## config.mk

```make
export PLATFORM = sky130hd
export DESIGN_NAME = minmax_scan_reducer
export DESIGN_NICKNAME = d
export VERILOG_FILES = /design/src/rtl/minmax_pkg.sv /design/src/rtl/minmax_compare.sv /design/src/rtl/minmax_scan_reducer.sv
export SDC_FILE = /design/constraint.sdc
export NUM_CORES = 1
export LEC_CHECK = 0
export CAP_MARGIN = 10
export CORE_AREA = 2 2 101 103
export CTS_CLUSTER_DIAMETER = 30
export CTS_CLUSTER_SIZE = 25
export DETAILED_ROUTE_END_ITERATION = 10
export DIE_AREA = 0 0 103 105
export PLACE_DENSITY = 0.79
export SLEW_MARGIN = 5
export SYNTH_ARGS = -nofsm -noshare
export SYNTH_HDL_FRONTEND = slang
export SYNTH_SLANG_ARGS = --single-unit
```

## constraint.sdc

```tcl
create_clock -name clk -period 4.3 [get_ports clk]
set_clock_uncertainty 0.15 [all_clocks]
set_input_delay 0.86 -clock clk [delete_from_list [all_inputs] [get_ports clk]]
set_output_delay 0.86 -clock clk [all_outputs]
set_load 0.02 [all_outputs]
```

## src/rtl/minmax_pkg.sv

```systemverilog
// Shared definitions for the min/max scan reducer family: mode encoding,
// FSM state type and the candidate qualification rule.
package minmax_pkg;

    localparam logic MODE_MAX = 1'b0;
    localparam logic MODE_MIN = 1'b1;

    typedef enum logic [1:0] {
        IDLE = 2'd0,
        SCAN = 2'd1,
        DONE = 2'd2
    } state_e;

    // A candidate takes part in the reduction only when active and not flagged.
    function automatic logic qualifies(input logic act, input logic sign);
        return act & ~sign;
    endfunction

endpackage

```

## src/rtl/minmax_compare.sv

```systemverilog
// Generalised pairwise comparator: decides whether a candidate replaces the
// running best. Purely combinational so it can be reused in a tree variant.
module minmax_compare
    import minmax_pkg::*;
#(
    parameter int WIDTH = 8
) (
    input  logic signed [WIDTH-1:0] candidate,
    input  logic                    candidate_qualified,
    input  logic signed [WIDTH-1:0] best,
    input  logic                    found,
    input  logic                    mode,
    output logic                    take,
    output logic                    qualified_any
);

    logic better_s;

    // Strict signed comparison so that ties keep the earlier (lower) index.
    always_comb begin
        better_s = 1'b0;
        if (mode == MODE_MAX) begin
            better_s = (candidate > best);
        end else begin
            better_s = (candidate < best);
        end
    end

    // First qualifying candidate always wins; later ones only when strictly better.
    always_comb begin
        take          = 1'b0;
        qualified_any = found | candidate_qualified;
        if (candidate_qualified) begin
            take = ~found | better_s;
        end else begin
            take = 1'b0;
        end
    end

endmodule

```

## src/rtl/minmax_scan_reducer.sv

```systemverilog
// Sequential min/max reducer: latches a vector of signed candidates on start,
// scans one element per clock and reports the winning value and its index.
module minmax_scan_reducer
    import minmax_pkg::*;
#(
    parameter  int WIDTH      = 8,
    parameter  int NUM_INPUTS = 8,
    localparam int IDX_W      = $clog2(NUM_INPUTS)
) (
    input  logic                          clk,
    input  logic                          rst_n,
    input  logic                          start,
    input  logic                          mode,
    input  logic [NUM_INPUTS*WIDTH-1:0]   numbers,
    input  logic [NUM_INPUTS-1:0]         activations,
    input  logic [NUM_INPUTS-1:0]         signs,
    output logic                          busy,
    output logic                          done,
    output logic signed [WIDTH-1:0]       result,
    output logic [IDX_W-1:0]              result_index,
    output logic                          result_activation
);

    localparam logic [IDX_W-1:0] LAST_IDX = IDX_W'(NUM_INPUTS - 1);

    state_e                   state_q, state_d;
    logic signed [WIDTH-1:0]  nums_q [NUM_INPUTS];
    logic signed [WIDTH-1:0]  nums_d [NUM_INPUTS];
    logic [NUM_INPUTS-1:0]    act_q, act_d;
    logic [NUM_INPUTS-1:0]    sign_q, sign_d;
    logic                     mode_q, mode_d;
    logic [IDX_W-1:0]         idx_q, idx_d;
    logic signed [WIDTH-1:0]  best_q, best_d;
    logic [IDX_W-1:0]         best_idx_q, best_idx_d;
    logic                     found_q, found_d;

    logic                     busy_q, busy_d;
    logic                     done_q, done_d;
    logic signed [WIDTH-1:0]  result_q, result_d;
    logic [IDX_W-1:0]         result_index_q, result_index_d;
    logic                     result_activation_q, result_activation_d;

    logic signed [WIDTH-1:0]  cand_s;
    logic                     cand_qual_s;
    logic                     take_s;
    logic                     qual_any_s;

    assign cand_s      = nums_q[idx_q];
    assign cand_qual_s = qualifies(act_q[idx_q], sign_q[idx_q]);

    minmax_compare #(
        .WIDTH (WIDTH)
    ) u_compare (
        .candidate           (cand_s),
        .candidate_qualified (cand_qual_s),
        .best                (best_q),
        .found               (found_q),
        .mode                (mode_q),
        .take                (take_s),
        .qualified_any       (qual_any_s)
    );

    // Next-state and datapath: latch on start, scan one element per cycle, publish in DONE.
    always_comb begin
        state_d             = state_q;
        nums_d              = nums_q;
        act_d               = act_q;
        sign_d              = sign_q;
        mode_d              = mode_q;
        idx_d               = idx_q;
        best_d              = best_q;
        best_idx_d          = best_idx_q;
        found_d             = found_q;
        busy_d              = busy_q;
        done_d              = 1'b0;
        result_d            = result_q;
        result_index_d      = result_index_q;
        result_activation_d = result_activation_q;

        case (state_q)
            IDLE: begin
                if (start) begin
                    for (int i = 0; i < NUM_INPUTS; i++) begin
                        nums_d[i] = numbers[i*WIDTH +: WIDTH];
                    end
                    act_d      = activations;
                    sign_d     = signs;
                    mode_d     = mode;
                    idx_d      = {IDX_W{1'b0}};
                    best_d     = {WIDTH{1'b0}};
                    best_idx_d = {IDX_W{1'b0}};
                    found_d    = 1'b0;
                    busy_d     = 1'b1;
                    state_d    = SCAN;
                end else begin
                    busy_d  = 1'b0;
                    state_d = IDLE;
                end
            end

            SCAN: begin
                if (take_s) begin
                    best_d     = cand_s;
                    best_idx_d = idx_q;
                end else begin
                    best_d     = best_q;
                    best_idx_d = best_idx_q;
                end
                found_d = qual_any_s;
                if (idx_q == LAST_IDX) begin
                    idx_d   = {IDX_W{1'b0}};
                    busy_d  = 1'b0;
                    state_d = DONE;
                end else begin
                    idx_d   = idx_q + IDX_W'(1'b1);
                    busy_d  = 1'b1;
                    state_d = SCAN;
                end
            end

            DONE: begin
                done_d              = 1'b1;
                busy_d              = 1'b0;
                result_activation_d = found_q;
                if (found_q) begin
                    result_d       = best_q;
                    result_index_d = best_idx_q;
                end else begin
                    result_d       = {WIDTH{1'b0}};
                    result_index_d = {IDX_W{1'b0}};
                end
                state_d = IDLE;
            end

            default: begin
                busy_d  = 1'b0;
                state_d = IDLE;
            end
        endcase
    end

    // State and output registers; synchronous active-low reset abandons any scan.
    always_ff @(posedge clk) begin
        if (!rst_n) begin
            state_q <= IDLE;
            for (int i = 0; i < NUM_INPUTS; i++) begin
                nums_q[i] <= {WIDTH{1'b0}};
            end
            act_q               <= {NUM_INPUTS{1'b0}};
            sign_q              <= {NUM_INPUTS{1'b0}};
            mode_q              <= 1'b0;
            idx_q               <= {IDX_W{1'b0}};
            best_q              <= {WIDTH{1'b0}};
            best_idx_q          <= {IDX_W{1'b0}};
            found_q             <= 1'b0;
            busy_q              <= 1'b0;
            done_q              <= 1'b0;
            result_q            <= {WIDTH{1'b0}};
            result_index_q      <= {IDX_W{1'b0}};
            result_activation_q <= 1'b0;
        end else begin
            state_q             <= state_d;
            nums_q              <= nums_d;
            act_q               <= act_d;
            sign_q              <= sign_d;
            mode_q              <= mode_d;
            idx_q               <= idx_d;
            best_q              <= best_d;
            best_idx_q          <= best_idx_d;
            found_q             <= found_d;
            busy_q              <= busy_d;
            done_q              <= done_d;
            result_q            <= result_d;
            result_index_q      <= result_index_d;
            result_activation_q <= result_activation_d;
        end
    end

    assign busy              = busy_q;
    assign done              = done_q;
    assign result            = result_q;
    assign result_index      = result_index_q;
    assign result_activation = result_activation_q;

endmodule

```

# Word-level counts from Yosys, hierarchy flattened
# Index checks and enable logic that the tools add are counted.
dict set report totals {
  output_inout_bits 14
  input_bits 84
  regBits 112
  word_cells 70
}
dict set report op_classes {
  n_eq_ne 5
  mux 28
  addsub 1
  reduce_logical 5
  order_cmp 4
  bitwise 6
}
# operator n
set op_table {}
lappend op_table {{$mux W8} 5}
lappend op_table {{$bmux W8 S3} 1}
lappend op_table {{$pmux W8 S2} 1}
lappend op_table {{$mux W3} 4}
lappend op_table {{$pmux W3 S2} 2}
lappend op_table {{$mux W1} 9}
lappend op_table {{$gt A8 B8 Y1} 1}
lappend op_table {{$lt A8 B8 Y1} 1}
lappend op_table {{$bmux W1 S3} 2}
lappend op_table {{$ge A4 B4 Y1 const B} 1}
lappend op_table {{$lt A3 B4 Y1 const B} 1}
lappend op_table {{$ne A2 B2 Y1 const B} 2}
lappend op_table {{$not A3 Y4} 1}
lappend op_table {{$pmux W1 S2} 2}
lappend op_table {{$pmux W2 S2} 1}
lappend op_table {{$reduce_and A2 Y1} 2}
lappend op_table {{$add A3 B1 Y3 const B} 1}
lappend op_table {{$eq A3 B3 Y1 const B} 1}
lappend op_table {{$reduce_and A3 Y1} 1}
lappend op_table {{$eq A2 B1 Y1 const B} 1}
lappend op_table {{$eq A2 B2 Y1 const B} 1}
lappend op_table {{$logic_not A2 Y1} 1}
lappend op_table {{$mux W2} 1}
lappend op_table {{$not A1 Y1} 2}
lappend op_table {{other kinds (3)} 4}

# Depth between registers and ports, before layout
# Gate-level depths: netlist (run 1).
dict set report logic_depth {
  depth_word 10
  ltp_mapped 13
  depth_no_buf 9
}

# By module
# A second synthesis (run 1) with hierarchy kept.
dict set report hier_totals {
  cells_unflattened 599
  area_unflattened_um2 5146.2
}
# mod cells_per_inst instances seq_area_each_um2 area_per_inst_um2
set modules_own_cells {}
lappend modules_own_cells {minmax_scan_reducer 564 1 2222.1 4890.9}
lappend modules_own_cells {minmax_compare 35 1 0.0 255.2}

# Worst setup path before layout (run 1)
# No wires, ideal clock.
dict set report synth_timing {
  path_type {reg-to-reg}
  start {reg idx_q[0]}
  end {reg best_idx_q[0]}
  path_buffers 4
  arrival_time_ps 2980
  synth_period_minus_slack_ps 3250
  setup_ps 120
  required_time_ps 4030
  path_slack_ps 1050
  path_stages_with_launch 14
  path_cell_list {dfxtp_1 -> buf_6 -> buf_12 -> buf_8 -> mux4_2 -> mux2_2 -> ha_1 -> nor2b_4 -> o211ai_2 -> a21oi_1 -> or3b_1 -> a32o_2 -> buf_6 -> mux2i_1}
}
dict set report synth_via {
  elab_chain_cells 10
  elab_cells_between_ends 19
  classes_between {order compare (2); eq/ne (1); mux (11); bitwise (4); reduce/logical (1)}
}
# element line_no
set synth_rtl {}
lappend synth_rtl {{start, declared} minmax_scan_reducer.sv:32} ;# logic [IDX_W-1:0] idx_q, idx_d;
lappend synth_rtl {{start signal, assigned} minmax_scan_reducer.sv:152} ;# idx_q <= {IDX_W{1'b0}};
lappend synth_rtl {{start signal, assigned} minmax_scan_reducer.sv:167} ;# idx_q <= idx_d;
lappend synth_rtl {{$not A3 Y4 (not written as such)} minmax_scan_reducer.sv:48} ;# assign cand_s = nums_q[idx_q];
lappend synth_rtl {{$bmux W8 S3} minmax_scan_reducer.sv:48}
lappend synth_rtl {{$mux W8 (not written as such) (2 in series)} minmax_scan_reducer.sv:48}
lappend synth_rtl {{$gt A8 B8 Y1 or $lt A8 B8 Y1 (tied branches)} {minmax_compare.sv:23, minmax_compare.sv:25}}
lappend synth_rtl {{$mux W1} minmax_compare.sv:22} ;# if (mode == MODE_MAX) begin
lappend synth_rtl {{$or A1 B1 Y1} minmax_compare.sv:34} ;# take = ~found | better_s;
lappend synth_rtl {{$mux W1} minmax_compare.sv:33} ;# if (candidate_qualified) begin
lappend synth_rtl {{$ne A2 B2 Y1 (no line)} --}
lappend synth_rtl {{$reduce_and A3 Y1 (no line)} --}
lappend synth_rtl {{end signal, assigned} minmax_scan_reducer.sv:154} ;# best_idx_q <= {IDX_W{1'b0}};
lappend synth_rtl {{end signal, assigned} minmax_scan_reducer.sv:169} ;# best_idx_q <= best_idx_d;
lappend synth_rtl {{end, declared} minmax_scan_reducer.sv:34} ;# logic [IDX_W-1:0] best_idx_q, best_idx_d;
# Parallel ways exist; a longest one is shown, timed or not. The select of a mux whose other input is x is not followed.
# A chain may end at the register's enable or synchronous reset.

# Worst setup path in the final report (run 1)
dict set report layout_timing {
  start {reg idx_q[0]}
  end {reg best_idx_q[1]}
}
dict set report layout_via {
  elab_chain_cells 10
  elab_cells_between_ends 17
  classes_between {order compare (2); eq/ne (1); mux (9); bitwise (4); reduce/logical (1)}
}
# element line_no
set layout_rtl {}
lappend layout_rtl {{$not A3 Y4 (not written as such)} minmax_scan_reducer.sv:48}
lappend layout_rtl {{$bmux W8 S3} minmax_scan_reducer.sv:48}
lappend layout_rtl {{$mux W8 (not written as such) (2 in series)} minmax_scan_reducer.sv:48}
lappend layout_rtl {{$gt A8 B8 Y1 or $lt A8 B8 Y1 (tied branches)} {minmax_compare.sv:23, minmax_compare.sv:25}}
lappend layout_rtl {{$mux W1} minmax_compare.sv:22}
lappend layout_rtl {{$or A1 B1 Y1} minmax_compare.sv:34}
lappend layout_rtl {{$mux W1 *} minmax_compare.sv:33}
lappend layout_rtl {{$ne A2 B2 Y1 (no line) *} --}
lappend layout_rtl {{$reduce_and A3 Y1 (no line) *} --}
# Mark *: on every way between the ends. The rest lies on a longest branch, timed or not. The select of a mux whose other input is x is not followed.

==> results of run 1 <==
## cell families (layout without fill, tap and decap cells)
logic type | Yosys count | after routing
compound gates | 110 | 110
fa+ha+maj | 10 | 10
buf+inv | 54 | 130
flops | 111 | 111
mux | 37 | 37
simple gates | 237 | 237
## worst reg2reg max path: stages, from the launching register on
cell,delay [ps]
dfxtp_1,590
buf_12,240
mux4_2,520
mux2_2,310
ha_1,330
nor2b_1,180
nor2_1,90
o21a_1,110
a221oi_1,270
a32o_2,470
mux2i_1,260
## cell type report
| class | instances | share of cell area, % |
|---|---|---|
| multi-input cells | 394 | 40.4 |
| flip-flops and latches | 111 | 35.6 |
| repair buffers | 102 | 16.3 |
| well taps | 133 | 2.67 |
| clock inverters | 7 | 2.29 |
| clock buffers | 9 | 1.99 |
| inverters | 12 | 0.722 |
## report_power, final
group,internal (mW),leakage [nW],switching (mW)
clock,0.448,0.134,0.357
combinational,0.155,1.22,0.120
sequential,1.07,0.907,0.0352
total,1.68,2.26,0.513
## synthesized netlist by cell type
| master | n | area (sq um) |
|---|---|---|
| o32ai_1 | 3 | 26.3 |
| a21boi_0 | 94 | 706 |
| a21oi_1 | 3 | 15.0 |
| mux2i_1 | 13 | 130 |
| inv_1 | 12 | 45.0 |
| buf_6 | 2 | 22.5 |
| buf_8 | 1 | 15.0 |
| buf_2 | 2 | 10.0 |
| o211ai_2 | 1 | 12.5 |
| nand2b_1 | 3 | 18.8 |
| nor2b_4 | 1 | 13.8 |
| nand2_1 | 199 | 747 |
| clkbuf_1 | 33 | 124 |
| nand3b_1 | 1 | 7.51 |
| nor2_1 | 4 | 15.0 |
| buf_12 | 1 | 20.0 |
| buf_1 | 3 | 11.3 |
| and2_1 | 3 | 18.8 |
| nor2b_1 | 6 | 37.5 |
| o21a_1 | 1 | 7.51 |
| mux2_2 | 7 | 78.8 |
| o21bai_1 | 1 | 7.51 |
| or3b_1 | 1 | 8.76 |
| ha_1 | 10 | 125 |
| and3_1 | 1 | 6.26 |
| nand3_1 | 15 | 75.1 |
| o211ai_1 | 1 | 7.51 |
| nand4_1 | 2 | 12.5 |
| o21ai_0 | 1 | 5.00 |
| a221oi_1 | 1 | 8.76 |
| nor3b_1 | 1 | 7.51 |
| dfxtp_1 | 111 | 2220 |
| a22oi_1 | 3 | 22.5 |
| a32o_2 | 1 | 11.3 |
| mux4_2 | 17 | 383 |
## state kept, by name, indices dropped and copies added, names as in the netlist
register and count:
best_q 8, found_q 1, act_q 8, result 8, done 1, idx_q 3
nums_q 64, state_q 2, result_index 3, best_idx_q 3, result_activation 1, mode_q 1
sign_q 8
## worst min-delay path by stage
stage	endpoint	startpoint	cells past startpoint	slack [ps]
6_report	result[4]$_SDFFE_PN0P_	result[4]$_SDFFE_PN0P_	2	320
5_1_grt	result_index[2]$_SDFFE_PN0P_	result_index[2]$_SDFFE_PN0P_	2	340
4_1_cts	best_idx_q[0]$_SDFFE_PN0P_	best_idx_q[0]$_SDFFE_PN0P_	2	320
3_5_place_dp	best_idx_q[0]$_SDFFE_PN0P_	best_idx_q[0]$_SDFFE_PN0P_	2	310
3_3_place_gp	sign_q[6]$_SDFFE_PN0P_	sign_q[6]$_SDFFE_PN0P_	2	300
2_1_floorplan	sign_q[7]$_SDFFE_PN0P_	sign_q[7]$_SDFFE_PN0P_	2	290
## routing by layer
metal	track usage, %	routed length, microns
met1	28.8	4960
met2	35.8	5410
met3	3.55	569
met4	7.24	184
met5	0	0
## stage by stage
step           power, mW  utilization, %
2_1_floorplan       1.29               -
3_3_place_gp        1.39            61.9
3_5_place_dp        1.41            61.9
4_1_cts             2.19            64.7
5_1_grt             2.27            64.7
6_report            2.19            64.7
==> impl_metrics.py, run 1 <==
metrics = {
    "outcome": {
        "status": "complete, no violations",
    },
    "grt": {
        "gr-total-overflow": 0,
        "antenna_found_initial": 0,
        "grt_pass1_vias": 3929,
        "grt_usage_pct": 21.7,
        "grt_max_degree": 70,
        "grt_pass1_wl_mm": 18.5,
    },
    "layout": {
        "stdcell_area_sq_um": 6230,
        "seqCellArea_sq_um": 2220,
        "layout.nets": 724,
        "multiInputGateArea_sq_um": 2520,
        "mostFrequentLayoutCell": "nand2_1",
        "n_fill_cell": 784,
        "layout_common_cells": "nand2_1 (198), dfxtp_1 (111), clkdlybuf4s50_1 (96)",
        "final_layout_size_suffix_gt1_share_pct": 8.03,
        "antenna_cells": 0,
        "area_growth_pct": 25.1,
        "final_cells": 768,
    },
    "power_and_ir_drop": {
        "leakagePower_nw": 2.26,
        "power.density_nw_per_um2": 351,
        "peakVddDrop_mv": 0.178,
    },
    "sta": {
        "worst_pin_slew_ps": 968,
        "finalWorstSetupSlack_ps": 704,
        "tns_ps": 0,
        "hold_viol_final": 0,
        "hold_slack_ps": 316,
        "finalSetupViolCount": 0,
        "min_period_over_period_pct": 83.6,
        "slew_viol_final": 0,
        "max-slew-margin-rel_pct": 35.5,
        "min_period_ps": 3600,
        "fmax_mhz": 278,
        "rsz0062_at_grt": "no",
    },
    "clock_network": {
        "cts_resized": 0,
        "clock_latency_ps": 370,
        "cts_made_buffers": 9,
        "cts-root-buf": "clkbuf_8",
        "cts_setup_buffers": 0,
        "path_clk_slew_ps": 110,
        "cts_hold_buf": 0,
        "cts.sinks": 111,
        "cts_tree": "yes",
        "h-tree-depth": 3,
        "cts_buffer_depth": 2,
    },
    "floorplanning": {
        "start_util_pct": 51.7,
        "ios": 98,
        "fp.dieW_microns": 103,
        "dieArea_sq_um": 10800,
        "core_sq_um": 9640,
        "core.rowCount": 36,
        "die_h_microns": 105,
    },
    "critical_path": {
        "cp_max_fo": 19,
        "crit_chain": "buf_12 -> mux4_2 -> mux2_2 -> ha_1 -> nor2b_1 -> nor2_1 -> o21a_1 -> a221oi_1 -> a32o_2 -> mux2i_1",
        "reg2reg_slack_ps": 700,
        "cpPeakStageDelay_ps": 590,
        "end_kind": "flop",
        "reg2reg_depth": 10,
        "r2r-end": "best_idx_q[1]$_SDFFE_PN0P_",
        "cp.arrival_ps": 3740,
        "startpoint": "idx_q[0]$_SDFFE_PN0P_",
        "cp-start-kind": "flop",
        "cpMaxStageDelayCell": "dfxtp_1",
        "critPathCapture": "best_idx_q[1]$_SDFFE_PN0P_",
        "critPathBufInv": 1,
        "critical_path_class": "flop to flop",
        "r2r_start": "idx_q[0]$_SDFFE_PN0P_",
        "cp.depth": 10,
        "critical_path_required_ps": 4440,
        "critical_path.top_delay_family": "multiplexers",
    },
    "place": {
        "dp_slack_ps": 784,
        "dp_cells": 752,
        "port_buffers": 97,
        "gp_congestion": 0.918,
        "postPlaceCellArea_sq_um": 5970,
        "dp_hpwl_mm": 8.24,
    },
    "flow_run": {
        "cap_violations": 0,
    },
    "yosys": {
        "ys_seq_elements": 111,
        "synth_cells": 559,
        "synth_xor_area_share_pct": 0,
        "syn_nets": 653,
        "synth_warnings": 0,
        "synthMuxAreaShare_pct": 11.9,
        "yosysSeqAreaShare_pct": 44.6,
        "synth_top_family_by_area": "simple AND/OR/NAND/NOR gates",
        "synth_area_sq_um": 4980,
        "ys_types": 35,
        "synth_compound_area_share_pct": 16.6,
        "synthSimpleGateAreaFrac_pct": 19.4,
        "synthAdderAreaFrac_pct": 2.51,
        "syn_area_per_cell_sq_um": 8.92,
    },
    "route": {
        "drt_wl_total_mm": 11.1,
        "vias": 4027,
        "drt-initial-drc-count": 196,
        "final_antenna_net_count": 0,
        "vias_per_cell": 5.24,
        "drc_errors": 0,
        "firstDrtPassIters": 5,
        "routedWlPerCell_microns": 14.5,
    },
    "worst_hold_path": {
        "hold_class": "flop to flop",
    },
}
Note: power is estimated with default switching activity, not from simulation.
==> inputs of run 2 (changes only) <==
==> constraint.sdc (replaced) <==
create_clock -name clk -period 3.7 [get_ports clk]
set_clock_uncertainty 0.15 [all_clocks]
set_input_delay 0.74 -clock clk [delete_from_list [all_inputs] [get_ports clk]]
set_output_delay 0.74 -clock clk [all_outputs]
set_load 0.02 [all_outputs]
==> run 2 against run 1 <==
Net effect: sequential share of layout area about the same; worst setup slack worse by 280 ps; flip-flop and latch count unchanged; sequential power up 15%; die area unchanged; critical path depth down 1; via count down 0.42%; combinational power up 19%; hold slack worse by 2.8 ps; final area about the same; largest cell class unchanged; highest routed layer unchanged.
==> impl_metrics.py, run 2 (synthesis gave the netlist of run 1 again) <==
metrics = {
    "outcome": {
        "status": "complete, no violations",
    },
    "clock_network": {
        "cts_buffer_depth": 2,
        "h-tree-depth": 3,
        "clock_latency_ps": 360,
        "cts-root-buf": "clkbuf_8",
        "cts_resized": 0,
        "cts_hold_buf": 0,
        "cts_setup_buffers": 0,
        "path_clk_slew_ps": 90,
        "cts.sinks": 111,
        "cts_made_buffers": 9,
        "cts_tree": "yes",
    },
    "sta": {
        "worst_pin_slew_ps": 730,
        "rsz0062_at_grt": "no",
        "min_period_ps": 3280,
        "min_period_over_period_pct": 88.6,
        "max-slew-margin-rel_pct": 51.3,
        "finalSetupViolCount": 0,
        "finalWorstSetupSlack_ps": 420,
        "fmax_mhz": 305,
        "tns_ps": 0,
        "hold_viol_final": 0,
        "slew_viol_final": 0,
    },
    "route": {
        "vias": 4010,
        "wl_met2_mm": 5.36,
        "drt_wl_total_mm": 11.1,
        "vias_per_cell": 5.21,
        "final_antenna_net_count": 0,
        "wl_met1_mm": 4.91,
        "drt-initial-drc-count": 165,
        "drc_errors": 0,
        "firstDrtPassIters": 4,
        "top_layer_used": "met4",
        "routedWlPerCell_microns": 14.4,
        "wl_met3_microns": 552,
    },
    "floorplanning": {
        "die_h_microns": 105,
        "start_util_pct": 51.7,
        "core_sq_um": 9640,
        "core.rowCount": 36,
        "dieArea_sq_um": 10800,
        "fp.dieW_microns": 103,
        "ios": 98,
    },
    "layout": {
        "final_layout_size_suffix_gt1_share_pct": 8.01,
        "largest-register": "nums_q",
        "area_growth_pct": 25.0,
        "largest_reg_flops": 64,
        "mostFrequentLayoutCell": "nand2_1",
        "layout.nets": 727,
        "n_fill_cell": 824,
        "final_cells": 770,
        "layout_common_cells": "nand2_1 (198), dfxtp_1 (111), clkdlybuf4s50_1 (96)",
        "utilization_pct": 64.6,
        "antenna_cells": 0,
        "stdcell_area_sq_um": 6230,
    },
    "grt": {
        "grt_pass1_vias": 3928,
        "grt_max_degree": 60,
        "grt_pass1_wl_mm": 18.7,
        "antenna_found_initial": 0,
        "grt_usage_pct": 22.0,
        "gr-total-overflow": 0,
    },
    "critical_path": {
        "cp-start-kind": "flop",
        "cp.arrival_ps": 3420,
        "cp_max_fo": 19,
        "critical_path_required_ps": 3840,
        "critical_path_class": "flop to flop",
        "end_kind": "flop",
    },
    "power_and_ir_drop": {
        "leakagePower_nw": 2.26,
        "power.density_nw_per_um2": 391,
        "peakVddDrop_mv": 0.228,
    },
    "place": {
        "dp_cells": 755,
        "port_buffers": 97,
        "gp_congestion": 0.873,
        "dp_slack_ps": 468,
        "dp_hpwl_mm": 8.15,
        "postPlaceCellArea_sq_um": 6000,
    },
    "flow_run": {
        "cap_violations": 0,
    },
    "worst_hold_path": {
        "hold_class": "flop to flop",
    },
}
==> run 2: power breakdown <==
group          internal [mW]  switching, mW  total [mW]
logic                  0.183          0.144       0.327
registers               1.25         0.0362        1.28
clock network          0.446          0.379       0.825
total                   1.88          0.560        2.44
==> run 2: critical path, stage by stage, from the launching register on <==
cell and delay (ps):
dfxtp_1 380, buf_12 190, mux4_2 510, mux2_2 290, ha_1 340, nand4_1 140
o21a_1 200, a221oi_1 280, a32o_2 470, mux2i_1 240
==> run 2: layout make-up <==
cell class	instances	area (sq um)	area share, %
clock buffers	11	131	2.11
clock inverters	4	95.1	1.53
inverters	12	45.0	0.723
multi-input cells	394	2520	40.4
flip-flops and latches	111	2220	35.7
well taps	133	166	2.67
repair buffers	105	1050	16.9
==> run 2: metrics by stage <==
stage | hold slack (ps) | power, mW
after global routing | 334 | 2.54
after detailed placement | 309 | 1.64
after global placement | 300 | 1.63
after floorplan | 288 | 1.50
final | 314 | 2.44
after CTS | 320 | 2.45
==> run 2: routing by layer <==
layer / up-vias / global-route usage [%]
met2: 107 / 35.9
met5: - / 0
met1: 1869 / 29.2
met4: 0 / 8.46
met3: 17 / 3.21
li1: 2017 / -
==> run 2: final timing paths <==
check	start	endpoint	slack, ps	depth (start not counted)
setup / recovery	idx_q[0]$_SDFFE_PN0P_	best_q[7]$_SDFFE_PN0P_	420	9
hold / removal	result[7]$_SDFFE_PN0P_	result[7]$_SDFFE_PN0P_	310	2
hold reg to reg	result[7]$_SDFFE_PN0P_	result[7]$_SDFFE_PN0P_	310	2
setup reg to reg	idx_q[0]$_SDFFE_PN0P_	best_q[7]$_SDFFE_PN0P_	420	9
==> inputs of run 3 (changes only) <==
--- a/config.mk
+++ b/config.mk
@@ -11,7 +11,7 @@
 export CTS_CLUSTER_SIZE = 25
 export DETAILED_ROUTE_END_ITERATION = 10
 export DIE_AREA = 0 0 103 105
-export PLACE_DENSITY = 0.79
+export PLACE_DENSITY = 0.88
 export SLEW_MARGIN = 5
 export SYNTH_ARGS = -nofsm -noshare
 export SYNTH_HDL_FRONTEND = slang
==> run 3 against run 2 <==
Net effect: die area is the same; worst setup slack worse by 96 ps; highest routed layer unchanged; hold slack better by 2.6 ps; sequential power about the same; flip-flop and latch count unchanged; global-route usage is 0.84 points lower; combinational power barely moved; wire length fell by 1.5%; cell count rose by 0.13%.
==> impl_metrics.py, run 3 (synthesis gave the netlist of run 1 again) <==
metrics = {
    "power_and_ir_drop": {
        "power.total_mw": 2.30,
        "leakagePower_nw": 2.24,
        "peakVddDrop_mv": 0.190,
        "power.density_nw_per_um2": 372,
    },
    "critical_path": {
        "critPathBufInv": 1,
        "reg2reg_slack_ps": 320,
        "cpMaxStageDelayCell": "mux4_2",
        "crit_chain": "buf_12 -> mux4_2 -> mux2_2 -> ha_1 -> nor2b_1 -> nor2_1 -> o21a_1 -> a221oi_1 -> a32o_2 -> mux2i_1",
        "critical_path_class": "flop to flop",
        "cp_max_fo": 19,
        "r2r_start": "idx_q[0]$_SDFFE_PN0P_",
        "cp.arrival_ps": 3510,
        "r2r-end": "best_idx_q[1]$_SDFFE_PN0P_",
        "end_kind": "flop",
        "critical_path.top_delay_family": "multiplexers",
        "cp-start-kind": "flop",
        "reg2reg_depth": 10,
        "cpPeakStageDelay_ps": 510,
        "critical_path_required_ps": 3830,
    },
    "floorplanning": {
        "core.rowCount": 36,
        "fp.dieW_microns": 103,
        "ios": 98,
        "die_h_microns": 105,
        "core_sq_um": 9640,
        "start_util_pct": 51.7,
        "dieArea_sq_um": 10800,
    },
    "layout": {
        "area_growth_pct": 24.0,
        "layout_common_cells": "nand2_1 (198), dfxtp_1 (111), clkdlybuf4s50_1 (96)",
        "layout.nets": 727,
        "seqCellArea_sq_um": 2220,
        "antenna_cells": 0,
        "stdcell_area_sq_um": 6180,
        "final_layout_size_suffix_gt1_share_pct": 8.46,
        "utilization_pct": 64.1,
        "largest_reg_flops": 64,
        "largest-register": "nums_q",
        "mostFrequentLayoutCell": "nand2_1",
        "n_fill_cell": 748,
        "multiInputGateArea_sq_um": 2520,
    },
    "clock_network": {
        "clock_latency_ps": 370,
        "path_clk_slew_ps": 90,
        "cts_made_buffers": 9,
        "cts-root-buf": "clkbuf_8",
        "cts_setup_buffers": 0,
        "cts_hold_buf": 0,
        "cts_tree": "yes",
        "cts_resized": 0,
        "h-tree-depth": 3,
        "cts.sinks": 111,
        "cts_buffer_depth": 2,
    },
    "worst_hold_path": {
        "min-delay-start": "result_activation$_SDFFE_PN0P_",
        "whs_path_depth": 2,
        "hold_class": "flop to flop",
        "holdPathEnd": "result_activation$_SDFFE_PN0P_",
    },
    "place": {
        "gp_congestion": 0.882,
        "dp_slack_ps": 418,
        "port_buffers": 97,
        "postPlaceCellArea_sq_um": 5990,
        "dp_hpwl_mm": 8.17,
    },
    "grt": {
        "grt_max_degree": 58,
        "grt_usage_pct": 21.2,
        "gr-total-overflow": 0,
        "grt_pass1_wl_mm": 18.2,
        "antenna_found_initial": 0,
        "grt_pass1_vias": 3894,
    },
    "route": {
        "vias": 4042,
        "drt-initial-drc-count": 209,
        "routedWlPerCell_microns": 14.1,
        "firstDrtPassIters": 4,
        "vias_per_cell": 5.24,
        "drt_wl_total_mm": 10.9,
        "final_antenna_net_count": 0,
        "drc_errors": 0,
    },
    "sta": {
        "finalSetupViolCount": 0,
        "hold_viol_final": 0,
        "tns_ps": 0,
        "finalWorstSetupSlack_ps": 324,
        "worst_pin_slew_ps": 735,
        "slew_viol_final": 0,
        "min_period_over_period_pct": 91.2,
        "rsz0062_at_grt": "no",
        "max-slew-margin-rel_pct": 50.9,
        "fmax_mhz": 296,
        "min_period_ps": 3380,
    },
    "outcome": {
        "status": "complete, no violations",
    },
    "flow_run": {
        "cap_violations": 0,
    },
}
run 3: cell count changes in the layout (fill, tap and decap cells not counted):
| cell | delta |
|---|---|
| clkbuf_8 | +2 |
| buf_12 | -1 |
| buf_4 | +1 |
| clkinv_4 | +2 |
| bufinv_16 | -3 |
| inv_6 | +2 |
| clkbuf_1 | -2 |
run 3: metal layers:
layer,up-vias,track usage [%],part of all wire [%]
li1,2018,-,-
met1,1874,28.1,45
met5,-,0,0
met3,21,3.14,5.0
met4,0,7.80,1.8
met2,129,34.6,49
run 3: area by class of cell:
cell class,count,share of cell area (%)
tap,133,2.69
inverter,12,0.729
timing repair buffer,105,16.8
multi-input combinational,394,40.7
sequential,111,35.9
clock buffer,11,2.45
clock inverter,5,0.648
run 3: worst reg2reg max path, stage by stage (launching register included):
cell and delay [ps]:
dfxtp_1 400, buf_12 200, mux4_2 520, mux2_2 290, ha_1 320, nor2b_1 200, nor2_1 90, o21a_1 130
a221oi_1 270, a32o_2 470, mux2i_1 270
run 3: worst max path at each step:
stage                     startpoint  cells after the start  slack [ps]                          to
2_1_floorplan  idx_q[0]$_SDFFE_PN0P_                     13         450  best_idx_q[0]$_SDFFE_PN0P_
3_3_place_gp   idx_q[0]$_SDFFE_PN0P_                     10         570      best_q[4]$_SDFFE_PN0P_
3_5_place_dp   idx_q[0]$_SDFFE_PN0P_                     10         420      best_q[4]$_SDFFE_PN0P_
4_1_cts        idx_q[0]$_SDFFE_PN0P_                     10         360  best_idx_q[1]$_SDFFE_PN0P_
5_1_grt        idx_q[0]$_SDFFE_PN0P_                     10         100  best_idx_q[1]$_SDFFE_PN0P_
6_report       idx_q[0]$_SDFFE_PN0P_                     10         320  best_idx_q[1]$_SDFFE_PN0P_
run 3: power breakdown:
part / total, mW / internal [mW] / switching, mW
combinational: 0.329 / 0.181 / 0.148
sequential: 1.28 / 1.25 / 0.0328
clock: 0.693 / 0.288 / 0.405
total: 2.30 / 1.72 / 0.586
run 3: per-stage QoR:
| stage | cells | hold WS [ps] |
|---|---|---|
| CTS | 771 | 319 |
| global route | 771 | 326 |
| detailed placement | 755 | 306 |
| finish | 771 | 316 |
| global placement | 755 | 299 |
| floorplan | 559 | 288 |
